`src/rtl/id_pkg.sv`:
```
// ============================================================================
// id_pkg -- MIPS-I opcode/funct/REGIMM codes, ALU codes, decode flag bundle. Rev 1.0
// ============================================================================
`default_nettype none

package id_pkg;

    localparam logic [5:0] OP_SPECIAL = 6'b000000;
    localparam logic [5:0] OP_REGIMM  = 6'b000001;
    localparam logic [5:0] OP_J       = 6'b000010;
    localparam logic [5:0] OP_JAL     = 6'b000011;
    localparam logic [5:0] OP_BEQ     = 6'b000100;
    localparam logic [5:0] OP_BNE     = 6'b000101;
    localparam logic [5:0] OP_BLEZ    = 6'b000110;
    localparam logic [5:0] OP_BGTZ    = 6'b000111;
    localparam logic [5:0] OP_ADDI    = 6'b001000;
    localparam logic [5:0] OP_ADDIU   = 6'b001001;
    localparam logic [5:0] OP_SLTI    = 6'b001010;
    localparam logic [5:0] OP_SLTIU   = 6'b001011;
    localparam logic [5:0] OP_ANDI    = 6'b001100;
    localparam logic [5:0] OP_ORI     = 6'b001101;
    localparam logic [5:0] OP_XORI    = 6'b001110;
    localparam logic [5:0] OP_LUI     = 6'b001111;
    localparam logic [5:0] OP_LB      = 6'b100000;
    localparam logic [5:0] OP_LW      = 6'b100011;
    localparam logic [5:0] OP_LBU     = 6'b100100;
    localparam logic [5:0] OP_SB      = 6'b101000;
    localparam logic [5:0] OP_SW      = 6'b101011;
    localparam logic [5:0] OP_LL      = 6'b110000;
    localparam logic [5:0] OP_SC      = 6'b111000;

    localparam logic [5:0] F_SLL     = 6'b000000;
    localparam logic [5:0] F_SRL     = 6'b000010;
    localparam logic [5:0] F_SRA     = 6'b000011;
    localparam logic [5:0] F_SLLV    = 6'b000100;
    localparam logic [5:0] F_SRLV    = 6'b000110;
    localparam logic [5:0] F_SRAV    = 6'b000111;
    localparam logic [5:0] F_JR      = 6'b001000;
    localparam logic [5:0] F_JALR    = 6'b001001;
    localparam logic [5:0] F_SYSCALL = 6'b001100;
    localparam logic [5:0] F_ADD     = 6'b100000;
    localparam logic [5:0] F_ADDU    = 6'b100001;
    localparam logic [5:0] F_SUB     = 6'b100010;
    localparam logic [5:0] F_SUBU    = 6'b100011;
    localparam logic [5:0] F_AND     = 6'b100100;
    localparam logic [5:0] F_OR      = 6'b100101;
    localparam logic [5:0] F_XOR     = 6'b100110;
    localparam logic [5:0] F_NOR     = 6'b100111;
    localparam logic [5:0] F_SLT     = 6'b101010;
    localparam logic [5:0] F_SLTU    = 6'b101011;

    localparam logic [4:0] RI_BLTZ   = 5'b00000;
    localparam logic [4:0] RI_BGEZ   = 5'b00001;
    localparam logic [4:0] RI_BLTZAL = 5'b10000;
    localparam logic [4:0] RI_BGEZAL = 5'b10001;

    localparam logic [5:0] ALU_NOP     = 6'b000000;
    localparam logic [5:0] ALU_SYSCALL = 6'b001100;
    localparam logic [5:0] ALU_LUI     = 6'b001111;
    localparam logic [5:0] ALU_ADD     = 6'b100000;
    localparam logic [5:0] ALU_ADDU    = 6'b100001;
    localparam logic [5:0] ALU_AND     = 6'b100100;
    localparam logic [5:0] ALU_OR      = 6'b100101;
    localparam logic [5:0] ALU_XOR     = 6'b100110;
    localparam logic [5:0] ALU_SLT     = 6'b101010;
    localparam logic [5:0] ALU_SLTU    = 6'b101011;
    localparam logic [5:0] ALU_LL      = 6'b101000;
    localparam logic [5:0] ALU_SC      = 6'b110110;

    typedef struct packed {
        logic link;
        logic reg_dest;
        logic jump;
        logic branch;
        logic mem_read;
        logic mem_write;
        logic alu_src;
        logic reg_write;
        logic jump_register;
        logic sign_or_zero;
        logic syscall;
    } ctrl_t;

endpackage

`default_nettype wire

```
`src/rtl/id_regfile.sv`:
```
// ============================================================================
// id_regfile -- 32x32 register file, three read ports with write-through. Rev 1.0
// ============================================================================
`default_nettype none

module id_regfile (
    input  logic        CLK,
    input  logic        RESET,
    input  logic [4:0]  rs_addr,
    input  logic [4:0]  rt_addr,
    input  logic [4:0]  rd_addr,
    input  logic        wr_en,
    input  logic [4:0]  wr_addr,
    input  logic [31:0] wr_data,
    output logic [31:0] rs_data,
    output logic [31:0] rt_data,
    output logic [31:0] rd_data
);

    logic [31:0] regs [32];
    logic        wr_live;

    assign wr_live = wr_en && (wr_addr != 5'd0);

    always_ff @(posedge CLK or negedge RESET) begin
        if (!RESET) begin
            for (int i = 0; i < 32; i++) begin
                regs[i] <= '0;
            end
        end else if (wr_live) begin
            regs[wr_addr] <= wr_data;
        end
    end

    // A write landing this cycle is visible to the reader immediately.
    assign rs_data = (rs_addr == 5'd0)                  ? 32'd0   :
                     (wr_live && wr_addr == rs_addr)    ? wr_data : regs[rs_addr];
    assign rt_data = (rt_addr == 5'd0)                  ? 32'd0   :
                     (wr_live && wr_addr == rt_addr)    ? wr_data : regs[rt_addr];
    assign rd_data = (rd_addr == 5'd0)                  ? 32'd0   :
                     (wr_live && wr_addr == rd_addr)    ? wr_data : regs[rd_addr];

endmodule

`default_nettype wire

```
`src/rtl/id_decode_unit.sv`:
```
// ============================================================================
// id_decode_unit -- MIPS-I decode, branch/jump target and register file. Rev 1.0
// ============================================================================
`default_nettype none

module id_decode_unit
    import id_pkg::*;
(
    input  logic        CLK,
    input  logic        RESET,
    input  logic [31:0] Instr,
    input  logic [31:0] Instr_PC_Plus4,
    input  logic [31:0] JumpRegValue,
    input  logic [4:0]  WriteReg,
    input  logic [31:0] WriteData,
    input  logic        Write,
    output logic [31:0] DataA,
    output logic [31:0] DataB,
    output logic [31:0] DataC,
    output logic [4:0]  DestReg,
    output logic [31:0] NextInstructionAddress,
    output logic        Link,
    output logic        RegDest,
    output logic        Jump,
    output logic        Branch,
    output logic        MemRead,
    output logic        MemWrite,
    output logic        ALUSrc,
    output logic        RegWrite,
    output logic        JumpRegister,
    output logic        SignOrZero,
    output logic        Syscall,
    output logic [5:0]  ALUControl
);

    logic [5:0]  opcode;
    logic [4:0]  rs;
    logic [4:0]  rt;
    logic [4:0]  rd;
    logic [5:0]  funct;
    logic [15:0] imm;
    ctrl_t       ctrl;
    logic [5:0]  alu;

    assign opcode = Instr[31:26];
    assign rs     = Instr[25:21];
    assign rt     = Instr[20:16];
    assign rd     = Instr[15:11];
    assign funct  = Instr[5:0];
    assign imm    = Instr[15:0];

    always_comb begin
        ctrl = '0;
        alu  = ALU_NOP;
        case (opcode)
            OP_SPECIAL: begin
                case (funct)
                    F_ADD, F_ADDU, F_SUB, F_SUBU, F_AND, F_OR, F_XOR, F_NOR,
                    F_SLT, F_SLTU, F_SLL, F_SRL, F_SRA, F_SLLV, F_SRLV, F_SRAV: begin
                        ctrl.reg_dest  = 1'b1;
                        ctrl.reg_write = 1'b1;
                        alu            = funct;
                    end
                    F_JR, F_JALR: begin
                        ctrl.jump          = 1'b1;
                        ctrl.jump_register = 1'b1;
                        ctrl.branch        = 1'b1;
                        ctrl.link          = (funct == F_JALR);
                        ctrl.reg_dest      = (funct == F_JALR);
                        ctrl.reg_write     = (funct == F_JALR);
                        alu                = ALU_ADDU;
                    end
                    F_SYSCALL: begin
                        ctrl.syscall = 1'b1;
                        alu          = ALU_SYSCALL;
                    end
                    default: ;
                endcase
            end
            OP_REGIMM: begin
                case (rt)
                    RI_BLTZ, RI_BGEZ, RI_BLTZAL, RI_BGEZAL: begin
                        ctrl.branch    = 1'b1;
                        ctrl.link      = rt[4];
                        ctrl.reg_write = rt[4];
                        alu            = ALU_ADDU;
                    end
                    default: ;
                endcase
            end
            OP_J, OP_JAL: begin
                ctrl.jump      = 1'b1;
                ctrl.branch    = 1'b1;
                ctrl.link      = (opcode == OP_JAL);
                ctrl.reg_write = (opcode == OP_JAL);
                alu            = ALU_ADDU;
            end
            OP_BEQ, OP_BNE, OP_BLEZ, OP_BGTZ: begin
                ctrl.branch = 1'b1;
                alu         = ALU_ADDU;
            end
            OP_ADDI, OP_ADDIU, OP_SLTI, OP_SLTIU, OP_ANDI, OP_ORI, OP_XORI, OP_LUI: begin
                ctrl.alu_src   = 1'b1;
                ctrl.reg_write = 1'b1;
                // Arithmetic and compare immediates sign-extend; logical ones zero-extend.
                case (opcode)
                    OP_ADDI:  begin alu = ALU_ADD;  ctrl.sign_or_zero = 1'b1; end
                    OP_ADDIU: begin alu = ALU_ADDU; ctrl.sign_or_zero = 1'b1; end
                    OP_SLTI:  begin alu = ALU_SLT;  ctrl.sign_or_zero = 1'b1; end
                    OP_SLTIU: begin alu = ALU_SLTU; ctrl.sign_or_zero = 1'b1; end
                    OP_ANDI:  alu = ALU_AND;
                    OP_ORI:   alu = ALU_OR;
                    OP_XORI:  alu = ALU_XOR;
                    default:  alu = ALU_LUI;
                endcase
            end
            OP_LW, OP_LB, OP_LBU, OP_LL: begin
                ctrl.mem_read     = 1'b1;
                ctrl.reg_write    = 1'b1;
                ctrl.alu_src      = 1'b1;
                ctrl.sign_or_zero = 1'b1;
                alu               = (opcode == OP_LL) ? ALU_LL : ALU_ADDU;
            end
            OP_SW, OP_SB, OP_SC: begin
                ctrl.mem_write    = 1'b1;
                ctrl.alu_src      = 1'b1;
                ctrl.sign_or_zero = 1'b1;
                ctrl.reg_write    = (opcode == OP_SC);
                alu               = (opcode == OP_SC) ? ALU_SC : ALU_ADDU;
            end
            default: ;
        endcase
    end

    assign Link         = ctrl.link;
    assign RegDest      = ctrl.reg_dest;
    assign Jump         = ctrl.jump;
    assign Branch       = ctrl.branch;
    assign MemRead      = ctrl.mem_read;
    assign MemWrite     = ctrl.mem_write;
    assign ALUSrc       = ctrl.alu_src;
    assign RegWrite     = ctrl.reg_write;
    assign JumpRegister = ctrl.jump_register;
    assign SignOrZero   = ctrl.sign_or_zero;
    assign Syscall      = ctrl.syscall;
    assign ALUControl   = alu;

    assign DestReg = ctrl.reg_dest ? rd : (ctrl.link ? 5'd31 : rt);

    always_comb begin
        if (ctrl.jump && !ctrl.jump_register) begin
            NextInstructionAddress = {Instr_PC_Plus4[31:28], Instr[25:0], 2'b00};
        end else if (ctrl.jump_register) begin
            NextInstructionAddress = JumpRegValue;
        end else begin
            NextInstructionAddress = Instr_PC_Plus4 + {{14{imm[15]}}, imm, 2'b00};
        end
    end

    id_regfile u_regfile (
        .CLK     (CLK),
        .RESET   (RESET),
        .rs_addr (rs),
        .rt_addr (rt),
        .rd_addr (DestReg),
        .wr_en   (Write),
        .wr_addr (WriteReg),
        .wr_data (WriteData),
        .rs_data (DataA),
        .rt_data (DataB),
        .rd_data (DataC)
    );

endmodule

`default_nettype wire

```
`config.mk`:
```
export PLATFORM = sky130hd
export DESIGN_NAME = id_decode_unit
export DESIGN_NICKNAME = d
export VERILOG_FILES = /design/src/rtl/id_pkg.sv /design/src/rtl/id_regfile.sv /design/src/rtl/id_decode_unit.sv
export SDC_FILE = /design/constraint.sdc
export NUM_CORES = 2
export LEC_CHECK = 0
export CAP_MARGIN = 20
export CELL_PAD_IN_SITES_DETAIL_PLACEMENT = 1
export CELL_PAD_IN_SITES_GLOBAL_PLACEMENT = 1
export CORE_ASPECT_RATIO = 0.75
export CORE_UTILIZATION = 46
export CTS_CLUSTER_SIZE = 20
export DETAILED_ROUTE_END_ITERATION = 8
export PLACE_DENSITY_LB_ADDON = 0.1
export SLEW_MARGIN = 25
export SYNTH_ARGS = -nofsm -noshare
export SYNTH_HDL_FRONTEND = slang
export SYNTH_SLANG_ARGS = --single-unit
export TNS_END_PERCENT = 30
```
`constraint.sdc`:
```
create_clock -name CLK -period 4 [get_ports CLK]
set_input_delay 0.8 -clock CLK [delete_from_list [all_inputs] [get_ports CLK]]
set_output_delay 0.8 -clock CLK [all_outputs]
set_load 0.02 [all_outputs]
```
; ---- Word level (Yosys, flattened, before mapping)
; Index checks and enable logic that the tools add are counted.
[classes]
magnitude_cmp = 5
eq_ne = 46
mux = 47
addsub = 1
n_reduce_logical = 25
bitwise_logic = 4
[ops]
columns = cell, count
row1 = bitwise mux 1024 bit, 1
row2 = binary-select mux 32 bit (select 5 bit), 3
row3 = 2-to-1 mux 32 bit, 15
row4 = demux 32 bit (select 5 bit), 1
row5 = == test 6 bit (second input constant), 17
row6 = == test 6 x 4 -> 1 bit (second input constant), 11
row7 = == test 6 x 3 -> 1 bit (second input constant), 7
row8 = case mux 6 bit (7 select lines), 1
row9 = case mux 6 bit (6 select lines), 1
row10 = adder 32 bit, 1
row11 = == test 6 x 2 -> 1 bit (second input constant), 4
row12 = >= comparator 6 bit (second input constant), 4
row13 = NOT 5 -> 6 bit, 4
row14 = case mux 6 bit (3 select lines), 1
row15 = OR reduction 16 bit, 1
row16 = == test 5 bit, 3
row17 = zero test 5 bit, 3
row18 = 2-to-1 mux 5 bit, 3
row19 = OR reduction 15 bit, 1
row20 = zero test 6 bit, 2
row21 = 2-to-1 mux 1 bit, 12
row22 = OR reduction 12 bit, 1
row23 = OR reduction 4 bit, 3
row24 = == test 5 bit (second input constant), 2
row25 = 17 further kinds, 26
[totals]
register_bits = 1024
input_bits = 136

; ---- Longest topological paths before layout
[logic_depth]
word_depth = 12
depth_mapped = 16

; ---- Hierarchy
; From an unflattened synthesis, not the netlist that was laid out.
[unflattened]
cells_unflattened = 5092
hier_area_um2 = 66407.4
[modules_own_cells]
columns = module, area_each_um2, instances, cells_each
row1 = id_regfile, 63883.8, 1, 4698
row2 = id_decode_unit, 2523.7, 1, 394

; ---- Worst setup path before layout
; Ideal clock, no wire load.
[synth_timing]
path_kind = input port to output port
from = in Instr[29]
to = out DataC[0]
n_path_buf = 2
stages = 13
path_slack_ns = -0.523
t_arrival_ns = 3.723
path_cell_list = buf_2 -> nor4_4 -> and2_2 -> o21ai_1 -> nand2_1 -> o22ai_2 -> inv_2 -> mux2i_1 -> nand4_2 -> nand2_2 -> buf_4 -> and4b_1 -> nor4_1
[synth_between]
elab_chain_len = 11
[synth_rtl]
columns = item, line
row1 = "start, declared", id_decode_unit.sv:11  ; input logic [31:0] Instr,
row2 = == test 6 x 2 -> 1 bit (on tied branches), "id_decode_unit.sv:55, id_decode_unit.sv:94"
row3 = OR reduction 2 bit, id_decode_unit.sv:55  ; case (opcode)
row4 = case mux 1 bit (3 select lines), id_decode_unit.sv:55
row5 = 2-to-1 mux 5 bit, id_decode_unit.sv:148  ; assign DestReg = ctrl.reg_dest ? rd : (ctrl.link ? 5'd31 : rt);
row6 = 2-to-1 mux 5 bit *, id_decode_unit.sv:148
row7 = named net DestReg[3], id_decode_unit.sv:20  ; output logic [4:0] DestReg,
row8 = NOT 5 -> 6 bit (implied by the code), id_regfile.sv:41  ; (wr_live && wr_addr == rd_addr) ? wr_data : regs[rd_addr];
row9 = binary-select mux 32 bit (select 5 bit), id_regfile.sv:41
row10 = 2-to-1 mux 32 bit (implied by the code) (2 in a row), id_regfile.sv:41
row11 = 2-to-1 mux 32 bit, id_regfile.sv:41
row12 = 2-to-1 mux 32 bit *, id_regfile.sv:40  ; assign rd_data = (rd_addr == 5'd0) ? 32'd0 :
row13 = "end, declared", id_decode_unit.sv:19  ; output logic [31:0] DataC,
; The timed path passes the listed nets; every way through them passes the cells marked *. The select of a mux whose other input is x is not followed.

; ---- Worst setup path after layout
[layout_timing]
from = in Instr[30]
to = out DataC[12]
[layout_between]
elab_chain_len = 11
[layout_rtl]
columns = item, line
row1 = == test 6 x 2 -> 1 bit (on tied branches), "id_decode_unit.sv:55, id_decode_unit.sv:94"
row2 = OR reduction 2 bit, id_decode_unit.sv:55
row3 = case mux 1 bit (3 select lines), id_decode_unit.sv:55
row4 = 2-to-1 mux 5 bit, id_decode_unit.sv:148
row5 = 2-to-1 mux 5 bit *, id_decode_unit.sv:148
row6 = NOT 5 -> 6 bit (implied by the code), id_regfile.sv:41
row7 = binary-select mux 32 bit (select 5 bit), id_regfile.sv:41
row8 = 2-to-1 mux 32 bit (implied by the code) (2 in a row), id_regfile.sv:41
row9 = 2-to-1 mux 32 bit, id_regfile.sv:41
row10 = 2-to-1 mux 32 bit *, id_regfile.sv:40
; Every way passes the cells marked *; elsewhere a longest branch is shown, timed or not. The select of a mux whose other input is x is not followed.

==> results.cfg <==
[critical_path]
cpMostUsedCell = buf_12
cp-end-kind = primary output
critPathBufInv = 9
cp-start-kind = primary input
cpMaxStageDelayCell = nor4_4
slowest_delay_ns = 0.36
worstPathMaxFanout = 7
arrival_ns = 4.20
path_delay_family = buffers and inverters
timing.critical_path.cells = buf_8, nor4_4, clkbuf_16, nand2_8, a311o_1, o31ai_4, buf_12, buf_8, buf_12, buf_12, buf_4, nand2_1, nand3_1, nand3_1, and4b_1, nor4_4, buf_4, buf_12
worstPathRequired_ns = 3.20
crit_type = primary input to primary output

[global_routing]
use_met1_pct = 56.6
grt_pass1_wl_um = 441000
grtUsageMet2_pct = 59.6
grt.busiest_layer = met2
met3_usage_pct = 10.5
grt_max_degree = 103
grt_pass1_vias = 59300
grtUsageTotal_pct = 41.0
overflow = 0
antenna_found_initial = 6

[cts]
clockBufferDepth = 3
clock_latency_ns = 0.76
ctsHtreeMaxLevel = 3
cts.sinks = 1024
postCtsHoldBufs = 0
cts_root_buf = clkbuf_16
clk_pin_slew_ns = 0.06
cts_made_buffers = 109
cts_tree = done

[synth]
synth_compound_area_share_pct = 5.56
synth_mux_area_share_pct = 39.6
synth-edff-count = 0
synth_xor_area_share_pct = 0.364
syn_inst = 5762
synth_top_cells_by_area = dfrtp_1, mux4_2, mux2_2
synthFlopType = dfrtp_1
ys_types = 79
synth_area_leader_cell = dfrtp_1
yosysMostFrequentCell = dfrtp_1
yosysWarningCount = 0
synth_top_family_by_area = multiplexers
synth_area_per_cell_um2 = 11.6
synthTopCellsByCount = dfrtp_1, mux2_2, nand2_1
yosys_register_bits = 1024
synth-simple-area-share_pct = 11.7
synth_nets = 5928
async_flop_share_pct = 100
syn_area_um2 = 67100
synth_top_area_share_pct = 38.2
synthAdderAreaFrac_pct = 0.571
ys_seq_area_share_pct = 38.2

[routing]
first_iter_violations = 7157
drtAntennaViolNets = 0
firstDrtPassIters = 7
drc = 0
wl_per_cell_um = 37.3
routed_wl_um = 313000
num_vias = 58800
viasPerCell = 7.02

[sta]
relSlewSlack_pct = 23.2
setup_viol = 89
fin_crit_ns = 5.00
hold_viol_final = 0
finClkSkew_ns = 0
hold_ws_ns = 0.0162
fin_ws_ns = -1.00
worst_pin_slew_ns = 1.15
setup_tns_ns = -37.50
final-max-slew-violation-count = 0
fmax_mhz = 200
grt_setup_unrepaired = yes
fin_crit_sh_pct = 125

[placement]
place_inst = 7992
portBuffers = 285
hpwl_um = 192000
globalplace.congestion = 0.938

[cells_and_area]
max_flop_register = u_regfile.regs
fin_cells = 8374
layout.core_utilization_pct = 59.9
nets = 6558
fillers = 14100
largest_reg_flops = 1024
drive_gt1_share_pct = 48.5
area_growth_pct = 28.4
largest_registers = u_regfile.regs: 1024 flops

[job]
maxCapViolCount = 0

[die]
rows = 120
die_h_um = 333
dieArea_um2 = 147000
ios = 286
fp.dieW_um = 443
initial_core_util_pct = 46.7
coreArea_um2 = 144000

[worst_hold_path]
min_path_type = primary input to async pin

[status]
status = finished with violations
violations = setup timing

[pwr]
leakage_nw = 37.1
powerDensity_nw_per_um2 = 435
ir_worst_vdd_mv = 0.364
==> cell usage in the layout (no fill, tap or decap), types with 42 or more instances in the layout <==
cell             instances
buf_4                  617
dfrtp_1               1024
mux4_2                 619
mux2i_1                125
a211oi_1                63
clkbuf_16              132
buf_12                 163
clkdlybuf4s50_1        109
buf_6                   94
nand3_1                334
nand2_1                929
nor3_1                  42
mux2_2                 992
a21oi_1                 96
nor2_1                  92
and3_1                 123
a22oi_1                 56
==> what timing repair did <==
action	in CTS	in global routing
pin swaps	92	109
endpoints found under the setup margin	137	125
cloned	15	21
gates resized for setup	483	357
setup buffers	87	68
==> area by class of cell <==
cell class,count,area [um^2],area share (%)
timing repair buffer,1145,12900,15.0
antenna,5,12.5,0.0145
timing repair inverter,1,8.76,0.0102
inverter,26,168,0.195
tap,1891,2370,2.75
sequential,1024,25600,29.8
clock inverter,43,517,0.600
clock buffer,154,3130,3.63
multi-input combinational,4085,41300,48.0
==> routing by layer <==
layer,share of wire [%],up-vias
met3,11,994
met4,6.5,2
met1,39,31100
met5,0.022,-
li1,-,23000
met2,44,3650
==> per-stage QoR <==
stage,total power [mW],cell area [um^2],setup WS (ns)
final,37.4,86100,-1.00
after global routing,38.6,86100,-1.13
after CTS,36.7,83700,-0.991
after detailed placement,25.5,77700,-2.08
after global placement,25.1,77700,-2.04
after floorplan,20.7,68000,-0.102
==> path summary, 6_finish.rpt <==
kind | slack [ns] | end | cells after the start | from
worst min register to register | 0.42 | u_regfile.regs[1007] | 0 | u_regfile.regs[1007]
worst min-delay path | 0.02 | u_regfile.regs[944] | 1 | RESET
worst max register to register | 3.13 | u_regfile.regs[255] | 1 | u_regfile.regs[255]
max in group asynchronous | 2.76 | u_regfile.regs[378] | 3 | RESET
worst max-delay path | -1.0 | DataC[12] | 18 | Instr[30]
min in group CLK | 0.42 | u_regfile.regs[1007] | 0 | u_regfile.regs[1007]
==> report_power, final <==
group / switching, mW / total (mW) / internal, mW
clock: 4.68 / 10.8 / 6.08
sequential: 2.30 / 14.6 / 12.3
combinational: 5.56 / 12.1 / 6.49
total: 12.5 / 37.4 / 24.9
==> cell families (layout without fill, tap and decap cells) <==
logic type,count (synthesis),after routing
AOI/OAI and AO/OA,531,531
xor gates and xnor gates,27,27
adders and majority gates,30,30
buffers and inverters,653,1369
DFF,1024,1024
muxes,1757,1757
other,0,5
and+or+nand+nor,1740,1740
Note: power is estimated with default switching activity, not from simulation.
